<file path="config.mk">
export PLATFORM = sky130hd
export DESIGN_NAME = pdm_spkr_drv_mc
export DESIGN_NICKNAME = d
export VERILOG_FILES = /design/src/rtl/pdm_spkr_pkg.sv /design/src/rtl/pdm_mod.sv /design/src/rtl/pdm_spkr_drv_mc.sv
export SDC_FILE = /design/constraint.sdc
export NUM_CORES = 1
export LEC_CHECK = 0
export ABC_AREA = 1
export BUFFER_PORTS_ARGS = -buffer_cell sky130_fd_sc_hd__buf_2
export CORE_ASPECT_RATIO = 1.75
export CORE_MARGIN = 3
export CORE_UTILIZATION = 40
export CTS_BUF_LIST = sky130_fd_sc_hd__clkbuf_8
export CTS_CLUSTER_SIZE = 16
export DETAILED_ROUTE_END_ITERATION = 6
export PLACE_DENSITY = 0.62
export SYNTH_ARGS = -nofsm -noshare
export SYNTH_HDL_FRONTEND = slang
export SYNTH_SLANG_ARGS = --single-unit
</file>
<file path="constraint.sdc">
create_clock -name clk -period 2.5 [get_ports clk]
set_input_delay 0.5 -clock clk [delete_from_list [all_inputs] [get_ports clk]]
set_output_delay 0.5 -clock clk [all_outputs]
set_load 0.05 [all_outputs]
</file>
<file path="src/rtl/pdm_spkr_pkg.sv">
// Shared helpers for the multi-channel PDM speaker driver: mid-scale code,
// offset-binary/two's-complement conversion and underrun counter sizing.
package pdm_spkr_pkg;

    localparam int unsigned MAX_W = 32;

    function automatic logic [MAX_W-1:0] mid_code(input int unsigned w);
        return MAX_W'(1) << (w - 1);
    endfunction

    // Offset-binary and two's complement differ only in the MSB, so one flip converts both ways.
    function automatic logic [MAX_W-1:0] flip_msb(input logic [MAX_W-1:0] x, input int unsigned w);
        return x ^ mid_code(w);
    endfunction

    function automatic int unsigned cnt_width(input int unsigned timeout);
        return (timeout < 2) ? 1 : int'($clog2(timeout + 1));
    endfunction

endpackage

</file>
<file path="src/rtl/pdm_mod.sv">
// First-order sigma-delta modulator: the carry out of acc + duty is the PDM bit.
module pdm_mod #(
    parameter int unsigned W = 16
) (
    input  logic         clk,
    input  logic         rst,
    input  logic [W-1:0] duty,
    output logic         pdm
);

    logic [W-1:0] acc;
    logic [W:0]   sum;

    assign sum = {1'b0, acc} + {1'b0, duty};

    always_ff @(posedge clk) begin
        if (rst) begin
            acc <= '0;
            pdm <= 1'b0;
        end else begin
            acc <= sum[W-1:0];
            pdm <= sum[W];
        end
    end

endmodule

</file>
<file path="src/rtl/pdm_spkr_drv_mc.sv">
// Multi-channel PDM speaker driver: frame capture, sample conditioning
// (centring, attenuation, mute/underrun silence) and per-channel modulators.
module pdm_spkr_drv_mc
    import pdm_spkr_pkg::*;
#(
    parameter int unsigned NUM_CH    = 2,
    parameter int unsigned W         = 16,
    parameter bit          SIGNED_IN = 1'b0,
    parameter int unsigned TIMEOUT   = 4096
) (
    input  logic                clk,
    input  logic                rst,
    input  logic [NUM_CH*W-1:0] smp,
    input  logic                vld,
    input  logic [3:0]          atten,
    input  logic                mute,
    output logic [NUM_CH-1:0]   pdm,
    output logic                underrun
);

    localparam logic [W-1:0] MID     = W'(mid_code(W));
    localparam logic [W-1:0] SMP_RST = SIGNED_IN ? '0 : MID;

    logic [NUM_CH-1:0][W-1:0] sample;
    logic [NUM_CH-1:0][W-1:0] duty;
    logic [NUM_CH-1:0][W-1:0] duty_nxt;

    // Stage 1: frame capture
    always_ff @(posedge clk) begin
        if (rst) begin
            for (int k = 0; k < int'(NUM_CH); k++) sample[k] <= SMP_RST;
        end else if (vld) begin
            for (int k = 0; k < int'(NUM_CH); k++) sample[k] <= smp[k*W +: W];
        end
    end

    // Stage 2: centre, attenuate, return to offset-binary, silence on mute/underrun
    always_comb begin
        logic signed [W-1:0] c;
        logic signed [W-1:0] a;
        duty_nxt = '0;
        c        = '0;
        a        = '0;
        for (int k = 0; k < int'(NUM_CH); k++) begin
            c = SIGNED_IN ? sample[k] : W'(flip_msb(MAX_W'(sample[k]), W));
            a = c >>> atten;
            duty_nxt[k] = (mute || underrun) ? MID : W'(flip_msb(MAX_W'(a), W));
        end
    end

    always_ff @(posedge clk) begin
        if (rst) begin
            for (int k = 0; k < int'(NUM_CH); k++) duty[k] <= MID;
        end else begin
            duty <= duty_nxt;
        end
    end

    // Underrun detection: counts idle cycles since the last frame, saturating at TIMEOUT
    generate
        if (TIMEOUT > 0) begin : g_underrun
            localparam int unsigned CW = cnt_width(TIMEOUT);
            localparam logic [CW-1:0] TO = CW'(TIMEOUT);
            logic [CW-1:0] cnt;

            always_ff @(posedge clk) begin
                if (rst) begin
                    cnt      <= '0;
                    underrun <= 1'b0;
                end else begin
                    if (vld) begin
                        cnt <= '0;
                    end else if (cnt != TO) begin
                        cnt <= cnt + CW'(1);
                    end
                    underrun <= (cnt == TO) && !vld;
                end
            end
        end else begin : g_no_underrun
            assign underrun = 1'b0;
        end
    endgenerate

    // Stage 3: one modulator per channel
    generate
        for (genvar k = 0; k < int'(NUM_CH); k++) begin : g_ch
            pdm_mod #(.W(W)) u_mod (
                .clk  (clk),
                .rst  (rst),
                .duty (duty[k]),
                .pdm  (pdm[k])
            );
        end
    endgenerate

endmodule

</file>
### Word level (Yosys, flattened, before mapping)

Cells that the tools add are included.

| word-level totals | value |
|---|---|
| bits in registers | 112 |
| latch bits | 0 |
| bits in writable memories | 0 |
| memory bits (read-only) | 0 |
| input bits | 40 |
| output and inout bits | 3 |
| word-level logic and storage cells | 26 |
| memories kept | 0 |

| cells by class | value |
|---|---|
| add/sub/neg operators | 3 |
| $mul | 0 |
| divide/modulo/power cells | 0 |
| $lt $le $gt $ge | 0 |
| equality and inequality tests | 2 |
| shift-type cells | 2 |
| multiplexer cells | 0 |
| bitwise gates (word level) | 4 |
| reduce and logical (&&, ||, !) cells | 5 |

Operators by type and width:

| kind | count |
|---|---|
| $add 16x16->17 | 2 |
| $sshr 16x4->16 | 2 |
| $add 13x1->13 const B | 1 |
| $eq 13x13->1 const B | 1 |
| $ne 13x13->1 const B | 1 |
| $not 1->1 | 4 |
| $reduce_or 2->1 | 2 |
| $logic_and 1x1->1 | 1 |
| $logic_not 1->1 | 1 |
| $logic_or 1x1->1 | 1 |

### Longest topological paths before layout

Gate-level depths: netlist of the first run.

| depth | value |
|---|---|
| depth after elaboration | 3 |
| mapped depth | 11 |
| depth with buffers taken out | 11 |

### Hierarchy

Synthesis of the first run repeated with hierarchy kept, for this count alone.

| unflattened totals | value |
|---|---|
| cell total of the unflattened synthesis | 1,031 |
| area total of the unflattened synthesis | 6,618.8 um^2 |

Modules (own cells, without submodules):

| module | instances | cells an instance | area each (um^2) | seq. area each (um^2) |
|---|---|---|---|---|
| pdm_spkr_drv_mc | 1 | 589 | 3,861.2 | 1,561.5 |
| pdm_mod | 2 | 221 | 1,378.8 | 340.3 |

### Worst setup path after synthesis of the first run

No wires, ideal clock.

| timing | value |
|---|---|
| kind | flip-flop to flip-flop |
| from | register duty[16] in the netlist's numbering |
| to | register g_ch[1].u_mod.acc[12] |
| library setup time | 0.116 ns |
| arrival | 1.437 ns |
| required time | 2.384 ns |
| setup slack | 0.947 ns |
| cell stages (with the launch flop) | 9 |
| path buffers | 0 |
| period minus slack after synthesis | 1.553 ns |
| path through | dfxtp_1 ha_1 fa_1 nand3_1 nand3_1 nand3_1 nand3_1 o21ai_0 nor2_1 |

| between the ends | value |
|---|---|
| word-level cells in the longest chain between the ends | 1 |

RTL lines:

| element | RTL line | text |
|---|---|---|
| start: declaration | pdm_spkr_drv_mc.sv:25 | `logic [NUM_CH-1:0][W-1:0] duty;` |
| start signal: assignment | pdm_spkr_drv_mc.sv:55 | `duty <= duty_nxt;` |
| $add 16x16->17 | pdm_mod.sv:14 | `assign sum = {1'b0, acc} + {1'b0, duty};` |
| end signal: assignment | pdm_mod.sv:21 | `acc <= sum[W-1:0];` |
| end: declaration | pdm_mod.sv:11 | `logic [W-1:0] acc;` |

No other way between the ends.
A chain may end at the register's enable or synchronous reset.

### Final worst setup path of the first run

| timing | value |
|---|---|
| from | register duty[0] in the netlist's numbering |
| to | register g_ch[0].u_mod.acc[12] |

| between the ends | value |
|---|---|
| word-level cells in the longest chain between the ends | 1 |

RTL lines:

| element | RTL line |
|---|---|
| $add 16x16->17 | pdm_mod.sv:14 |
| end signal: assignment | pdm_mod.sv:21 |
| end: declaration | pdm_mod.sv:11 |

No other way between the ends.

==> impl_metrics.yaml, run 1 <==
logic_synthesis:
  ys_top_cells_by_area: "dfxtp_1, nand2_1, nand3_1"
  synth_area_um2: 6540
  synth_cell_type_count: 30
  ys.flop_type: "dfxtp_1"
  synth_commonest_cells: "nand2_1, nor2_1, inv_1"
  syn_inst: 1039
  synth_seq_cells: 112
  seq_area_frac_synth: 0.343
  synth.most_common_cell: "nand2_1"
  synth-edff-count: 0
  async_flop_share: 0
  ys_warn_count: 0
  yosys.area.top_type: "dfxtp_1"
  syn_nets: 1115
  post-synth-top-area-fraction: 0.343
  synth.avg_cell_area_um2: 6.30
place:
  gp_congestion: 0.939
  place_ws_ns: 0.626
  portBuffers: 42
  dpl.hpwl_mm: 12.6
clocking:
  clock_path_buffers: 2
  root_buffer: "clkbuf_8"
  clock_latency_ns: 0.38
  cts_made_buffers: 9
  cts_resized: 0
  hold_buffers: 0
  cts_tree: "done"
  clk_pin_slew_worst_paths_ns: 0.12
  htree_levels: 3
  clock_sinks: 112
  postCtsSetupRepairBufs: 0
layout:
  n_antenna_cell: 0
  drive_gt1_frac: 0.0787
  fin_util: 0.444
  multi_input_area_um2: 3660
  area_delta_synth_final_pct: 8.24
  regArea_um2: 2240
  fill_cells: 1727
  nNetsFinal: 1139
route:
  ant_nets: 0
  drc_errors: 0
  drt_iter0_markers: 153
  wl_per_cell_um: 12.7
  wirelength_mm: 16.0
  routed-via-count: 6240
  first_pass_iters: 4
  via_per_inst: 4.96
timing:
  maxSlewViolCount: 0
  finClkSkew_ns: 0.0166
  clock.fmax_mhz: 546
  setup-violations-final: 0
  rsz0062_at_grt: "false"
  fin_crit_ns: 1.83
  finalHoldViolations: 0
  period_share: 0.732
  setup_slack_ns: 0.670
  holdWs_ns: 0.327
  relSlewSlack: 0.447
  tns_ns: 0
  tightest_slew_ns: 0.828
global_routing:
  grt_pass1_wl_mm: 27.9
  grt_pass1_vias: 6260
  grt_overflow_total: 0
  antenna_found_initial: 0
  grt_use_total: 0.191
  top_usage_layer: "met2"
  grtUsageMet1: 0.203
  grt_max_degree: 44
  use_met2: 0.369
  grtUsageMet3: 0.0248
floorplan:
  io_pins: 43
  core_um2: 16000
  rows: 61
  dieArea_um2: 18000
  initial_core_util: 0.410
  die_h_um: 175
  die_x_um: 103
min_path:
  hp-start: "smp[6]"
  hold_path.class: "primary input to flip-flop"
worst_setup_path:
  cpPeakStageDelay_ns: 0.41
  worst-path-buf-inv: 0
  crit_chain: "ha_1, fa_1, nand3_1, nand3_1, nand3_1, nand3_1, o21ai_0, nor2_1"
  cp.required_ns: 2.77
  slowest_stage: "fa_1"
  arrival_ns: 2.10
  criticalPathCategory: "flip-flop to flip-flop"
  critPathMaxFanout: 4
  critPathTopFamily: "adder cells"
  startpoint: "duty[0]$_SDFF_PP0_"
  r2r-start: "duty[0]$_SDFF_PP0_"
  path_common_cell: "nand3_1"
  startpoint_type: "flip-flop"
  crit_path_end_kind: "flip-flop"
power:
  total_power_mw: 3.64
  ir_drop_uv: 224
  powerDensity_nw_per_um2: 513
  leakage_nw: 3.65
run:
  max_cap_viol_count: 0
run_status:
  outcome: "finished clean"
[state kept, by name, indices dropped and copies added (netlist names)]
register / cells
underrun: 1
g_underrun.cnt: 13
g_ch.u_mod.acc: 32
duty: 32
sample: 32
g_ch.u_mod.pdm: 2
[cell type report]
type | instances | area share
Timing Repair Buffer | 53 | 0.0431
Sequential cell | 112 | 0.317
Multi-Input combinational cell | 766 | 0.517
Tap cell | 189 | 0.0334
Inverter | 121 | 0.0641
Clock inverter | 7 | 0.00866
Clock buffer | 9 | 0.0175
[power breakdown]
group | total [mW] | internal, mW | switching [mW]
Combinational | 0.645 | 0.232 | 0.413
Clock | 1.06 | 0.385 | 0.671
Sequential | 1.93 | 1.89 | 0.0485
Total | 3.64 | 2.50 | 1.13
[worst min-delay path: cells and delay by family]
| family | cells | cell delay, ns |
|---|---|---|
| buffers and inverters | 1 | 0.08 |
| AND/OR/NAND/NOR | 2 | 0.11 |
[cell families (layout without fill, tap and decap cells)]
group	count (synthesis)	after routing	synth area share
AND/OR/NAND/NOR	573	573	0.359
AO/OA/AOI/OAI	156	156	0.128
adder cells (fa/ha/maj)	36	36	0.0711
XOR/XNOR	1	1	0.00134
buffers and inverters	161	190	0.0981
flip-flops	112	112	0.343
[worst paths after layout]
check	slack (ns)	to	cells after the start
hold / removal	0.33	sample[6]$_SDFFE_PP0P_	3
setup reg to reg	0.67	g_ch[0].u_mod.acc[12]$_SDFF_PP0_	8
setup / recovery	0.67	g_ch[0].u_mod.acc[12]$_SDFF_PP0_	8
hold reg to reg	0.45	g_underrun.cnt[11]$_SDFFE_PP0P_	1
[layout by cell type, fill, tap and decap left out, drive strengths merged]
cell    synthesis  routed
a21oi          75      75
and2            2       2
buf            21      53
clkbuf         19       9
clkinv          2       4
dfxtp         112     112
fa              2       2
ha             34      34
inv           119     124
nand2         319     319
nand3         101     101
nand3b          3       3
nand4           2       2
nor2          125     125
nor3           13      13
o211a           1       1
o211ai          9       9
o21a            1       1
o21ai          70      70
or2             8       8
xor2            1       1
[through the flow]
stage | std cells | area [um^2]
global placement | 1241 | 6900
detailed placement | 1241 | 6900
floorplan | 1039 | 6540
global route | 1257 | 7080
finish | 1257 | 7080
CTS | 1257 | 7080
[routing by layer]
| layer | wire [um] | vias up |
|---|---|---|
| met5 | 0 | - |
| met4 | 473 | 0 |
| met3 | 487 | 29 |
| met2 | 8890 | 117 |
| met1 | 6130 | 2744 |
| li1 | - | 3350 |
Power figures use the tool's default switching activity.
==> run 2, diff against run 1 <==
==> constraint.sdc (replaced) <==
create_clock -name clk -period 1.7 [get_ports clk]
set_input_delay 0.34 -clock clk [delete_from_list [all_inputs] [get_ports clk]]
set_output_delay 0.34 -clock clk [all_outputs]
set_load 0.05 [all_outputs]
==> run 2 against run 1 <==
Effect of this change:
- sequential power up 48%
- register-to-register slack worse by 0.56 ns
- non-clock buffer count up 10
- via count up 0.88%
- core utilization up 1.5 points
- clock skew down 0.0025 ns
- critical path depth unchanged
- count of clock-buffer cells in the layout unchanged
- total power up 51%
- critical path type unchanged
- critical endpoint unchanged
==> impl_metrics.yaml, run 2 (synthesized netlist as in run 1, its figures left out) <==
floorplan:
  dieArea_um2: 18000
  rows: 61
  core_um2: 16000
  die_h_um: 175
  die_x_um: 103
  io_pins: 43
  initial_core_util: 0.410
clocking:
  root_buffer: "clkbuf_8"
  cts_tree: "done"
  clk_pin_slew_worst_paths_ns: 0.11
  hold_buffers: 0
  clock_latency_ns: 0.38
  cts_made_buffers: 9
  htree_levels: 3
  clock_path_buffers: 2
  clock_sinks: 112
worst_setup_path:
  startpoint_type: "flip-flop"
  criticalPathCategory: "flip-flop to flip-flop"
  cp.required_ns: 1.98
  arrival_ns: 1.87
  critPathMaxFanout: 3
  crit_chain: "ha_2, fa_2, nand3_2, nand3_2, nand3_1, nand3_1, o21ai_0, nor2_1"
  critPathTopFamily: "adder cells"
  crit_path_end_kind: "flip-flop"
  slowest_stage: "fa_2"
  worst-path-buf-inv: 0
  cpPeakStageDelay_ns: 0.39
power:
  power_frac_comb: 0.181
  powerDensity_nw_per_um2: 751
  ir_drop_uv: 410
  leakage_nw: 3.75
  power_frac_clock: 0.302
  netSwitchingPower_mw: 1.65
  switching_share: 0.300
  power.internal_mw: 3.85
  seqPwrFrac: 0.518
timing:
  rsz0062_at_grt: "true"
  holdWs_ns: 0.171
  maxSlewViolCount: 0
  relSlewSlack: 0.729
  clock.fmax_mhz: 627
  setup-violations-final: 0
  tightest_slew_ns: 0.406
  fin_crit_ns: 1.59
  finalHoldViolations: 0
  period_share: 0.938
  finClkSkew_ns: 0.0142
route:
  first_pass_iters: 4
  drt_iter0_markers: 213
  ant_nets: 0
  via_per_inst: 4.97
  wl_per_cell_um: 12.5
  topRoutingLayerUsed: "met4"
  wirelength_mm: 15.8
  wl_met3_um: 352
  drc_errors: 0
  routed-via-count: 6295
  wl_met2_mm: 8.53
  m1WireLength_mm: 6.43
layout:
  fin_cells: 1267
  fill_cells: 1708
  drive_gt1_frac: 0.109
  final_common_cell: "nand2_1"
  area_delta_synth_final_pct: 12.0
  nNetsFinal: 1149
  top_regs: "duty (32), g_ch.u_mod.acc (32), sample (32)"
  layout_common_cells: "nand2_1, nor2_1, inv_1, dfxtp_1, nand3_1"
  n_antenna_cell: 0
run_status:
  outcome: "finished clean"
place:
  dpl.hpwl_mm: 12.2
  gp_congestion: 0.910
  portBuffers: 42
  dpl.cell_count: 1249
global_routing:
  grt_pass1_vias: 6190
  grt_pass1_wl_mm: 27.0
  grt_use_total: 0.185
  antenna_found_initial: 0
  grt_max_degree: 58
  grt_overflow_total: 0
run:
  max_cap_viol_count: 0
min_path:
  hold_path.class: "primary input to flip-flop"
-- run 2: cell count changes in the layout (fill, tap and decap cells not counted), sizes merged --
cell	delta
bufinv	+1
buf	+10
inv	-2
clkinv	+1
-- run 2: final timing paths --
path / end / start / depth (start not counted) / slack, ns
setup / recovery: g_ch[0].u_mod.acc[12]$_SDFF_PP0_ / duty[0]$_SDFF_PP0_ / 8 / 0.11
hold reg to reg: g_underrun.cnt[11]$_SDFFE_PP0P_ / g_underrun.cnt[11]$_SDFFE_PP0P_ / 1 / 0.45
hold / removal: sample[6]$_SDFFE_PP0P_ / smp[6] / 3 / 0.17
setup reg to reg: g_ch[0].u_mod.acc[12]$_SDFF_PP0_ / duty[0]$_SDFF_PP0_ / 8 / 0.11
-- run 2: area by class of cell --
class	instances	area, um^2	share of cell area
Inverter	121	454	0.0620
Timing Repair Buffer	63	430	0.0587
Tap cell	189	236	0.0323
Clock inverter	7	80.1	0.0109
Sequential cell	112	2240	0.306
Multi-Input combinational cell	766	3760	0.513
Clock buffer	9	124	0.0169
-- run 2: repair_timing --
action / in CTS / in global routing
pin swaps: 0 / 6
setup buffers: 0 / 2
resized for setup: 2 / 23
endpoints found under the hold margin: 0 / 0
setup endpoints to repair: 3 / 16
-- run 2: worst reg2reg max path, stage by stage, from the launching register on --
cell     delay, ns
dfxtp_1       0.32
ha_2          0.19
fa_2          0.39
nand3_2       0.09
nand3_2       0.07
nand3_1       0.08
nand3_1       0.13
o21ai_0       0.18
nor2_1        0.05
-- run 2: routing by layer --
layer,vias up,GRT usage
met5,-,0
met2,85,0.349
li1,3371,-
met4,0,0.0712
met1,2808,0.201
met3,31,0.0260
-- run 2: stage by stage --
step                      setup TNS [ns]  worst slack [ns]  utilization  cell area [um^2]  power [mW]
after floorplan                        0             0.147            -              6540        3.61
after CTS                      -0.000588         -0.000588        0.452              7220        5.58
after global placement                 0           0.00595        0.439              7010        3.88
after global routing             -0.0438           -0.0181        0.459              7330        5.83
final                                  0             0.105        0.459              7330        5.50
after detailed placement         -0.0152           -0.0152        0.439              7010        3.89
-- run 2: power by group through the flow --
| stage | sequential, mW | clock (mW) | combinational (mW) |
|---|---|---|---|
| after floorplan | 2.88 | 0 | 0.727 |
| after global placement | 2.90 | 0 | 0.974 |
| after detailed placement | 2.91 | 0 | 0.984 |
| after CTS | 2.85 | 1.75 | 0.989 |
| after global routing | 2.86 | 1.82 | 1.15 |
| final | 2.85 | 1.66 | 0.994 |
==> run 3, diff against run 2 <==
--- a/config.mk
+++ b/config.mk
@@ -7,7 +7,7 @@
 export LEC_CHECK = 0
 export ABC_AREA = 1
 export BUFFER_PORTS_ARGS = -buffer_cell sky130_fd_sc_hd__buf_2
-export CORE_ASPECT_RATIO = 1.75
+export CORE_ASPECT_RATIO = 1.2
 export CORE_MARGIN = 3
 export CORE_UTILIZATION = 40
 export CTS_BUF_LIST = sky130_fd_sc_hd__clkbuf_8
==> run 3 against run 2 <==
Effect of this change:
- first-iteration DRC count up 34%
- cell area shrank 0.51%
- die area is 0.30% lower
- critical path depth is 1 higher
- global-route usage shrank 1.2 points
- worst setup slack worse by 0.046 ns
- sequential share of layout area increased by 0.16 points
- largest cell class unchanged
- count of clock-buffer cells in the layout is the same
==> impl_metrics.yaml, run 3 (synthesized netlist as in run 1, its figures left out) <==
run_status:
  outcome: "finished clean"
power:
  leakage_nw: 3.74
  powerDensity_nw_per_um2: 721
  ir_drop_uv: 382
worst_setup_path:
  startpoint_type: "flip-flop"
  arrival_ns: 1.93
  slowest_stage: "ha_1"
  cp.required_ns: 1.99
  cpPeakStageDelay_ns: 0.36
  critPathMaxFanout: 5
  criticalPathCategory: "flip-flop to flip-flop"
  path_common_cell: "nand2_1"
  crit_chain: "ha_1, nand2_1, nand3_1, nand2_1, nand2_1, nand2_1, nand3_1, nand2_1, nor2_1"
  crit_path_end_kind: "flip-flop"
layout:
  drive_gt1_frac: 0.109
  fin_cells: 1288
  fin_util: 0.461
  nNetsFinal: 1152
  layout_common_cells: "nand2_1, nor2_1, inv_1, dfxtp_1, nand3_1"
  fill_cells: 1670
  top_regs: "duty (32), g_ch.u_mod.acc (32), sample (32)"
  final_common_cell: "nand2_1"
  area_delta_synth_final_pct: 11.4
  n_antenna_cell: 0
floorplan:
  die_h_um: 146
  core_um2: 15800
  initial_core_util: 0.413
  dieArea_um2: 17900
  die_x_um: 123
  io_pins: 43
  rows: 50
timing:
  setup_slack_ns: 0.0594
  rsz0062_at_grt: "true"
  period_share: 0.965
  finalHoldViolations: 0
  fin_crit_ns: 1.64
  maxSlewViolCount: 0
  tns_ns: 0
  setup-violations-final: 0
  holdWs_ns: 0.173
  clock.fmax_mhz: 610
  tightest_slew_ns: 0.306
  finClkSkew_ns: 0.0109
  relSlewSlack: 0.796
place:
  gp_congestion: 0.854
  dpl.hpwl_mm: 11.6
  dpl.cell_count: 1273
  place_ws_ns: 0.0129
  portBuffers: 42
clocking:
  htree_levels: 3
  clock_sinks: 112
  hold_buffers: 0
  clock_path_buffers: 2
  cts_made_buffers: 9
  clock_latency_ns: 0.38
  cts_tree: "done"
  clk_pin_slew_worst_paths_ns: 0.11
  root_buffer: "clkbuf_8"
global_routing:
  grt_pass1_wl_mm: 25.6
  top_usage_layer: "met2"
  grtUsageMet1: 0.239
  grt_max_degree: 32
  grt_overflow_total: 0
  use_met2: 0.279
  grt_use_total: 0.174
  grtUsageMet3: 0.0333
  antenna_found_initial: 1
  grt_pass1_vias: 5621
min_path:
  hold_path.class: "primary input to flip-flop"
route:
  drc_errors: 0
  first_pass_iters: 5
  routed-via-count: 6205
  via_per_inst: 4.82
  ant_nets: 0
  wl_per_cell_um: 11.8
  drt_iter0_markers: 285
  wirelength_mm: 15.2
run:
  max_cap_viol_count: 0
-- run 3: cell count changes in the layout (fill, tap and decap cells not counted), sizes merged --
cell	delta
buf	+3
bufinv	-1
clkinv	-1
clkinvlp	+1
-- run 3: worst max-delay path, delay by kind of cell (launching register included) --
family / cells / cell delay (ns)
adder cells (fa/ha/maj): 1 / 0.36
AND/OR/NAND/NOR: 8 / 0.86
flip-flops: 1 / 0.32
-- run 3: area by class of cell --
type,instances,area [um^2],area share
multi-input cells,766,3740,0.513
flip-flops and latches,112,2240,0.308
inverters,121,454,0.0623
repair buffers,66,428,0.0587
well taps,208,260,0.0357
clock buffers,9,124,0.0170
clock inverters,6,37.5,0.00515
-- run 3: path summary, 6_finish.rpt --
kind | start | endpoint | slack, ns | depth (start not counted)
hold reg to reg | g_underrun.cnt[11]$_SDFFE_PP0P_ | g_underrun.cnt[11]$_SDFFE_PP0P_ | 0.47 | 1
hold / removal | smp[6] | sample[6]$_SDFFE_PP0P_ | 0.17 | 3
setup reg to reg | duty[2]$_SDFF_PP0_ | g_ch[0].u_mod.acc[13]$_SDFF_PP0_ | 0.06 | 9
setup / recovery | duty[2]$_SDFF_PP0_ | g_ch[0].u_mod.acc[13]$_SDFF_PP0_ | 0.06 | 9
-- run 3: power breakdown --
| group | leakage (nW) | internal, mW | total (mW) | switching (mW) |
|---|---|---|---|---|
| Sequential | 0.919 | 2.77 | 2.85 | 0.0727 |
| Clock | 0.0881 | 0.522 | 1.43 | 0.910 |
| Combinational | 2.73 | 0.370 | 0.979 | 0.609 |
| Total | 3.74 | 3.67 | 5.26 | 1.59 |
-- run 3: per-stage QoR --
stage	instance area, um^2	power, mW
2_1_floorplan	6540	3.61
3_3_place_gp	7040	3.86
3_5_place_dp	7040	3.87
4_1_cts	7210	5.32
5_1_grt	7290	5.60
6_report	7290	5.26
-- run 3: layer usage --
metal | wire, um | share of wire
met4 | 184 | 0.012
met5 | 11 | 0.00072
met1 | 7500 | 0.49
met3 | 493 | 0.032
met2 | 7050 | 0.46
-- run 3: what timing repair did --
action                                  CTS  global route
pin swaps                                 0             8
cloned                                    0             0
resized for setup                         2            24
setup buffers                             0             0
endpoints found under the setup margin    1            15
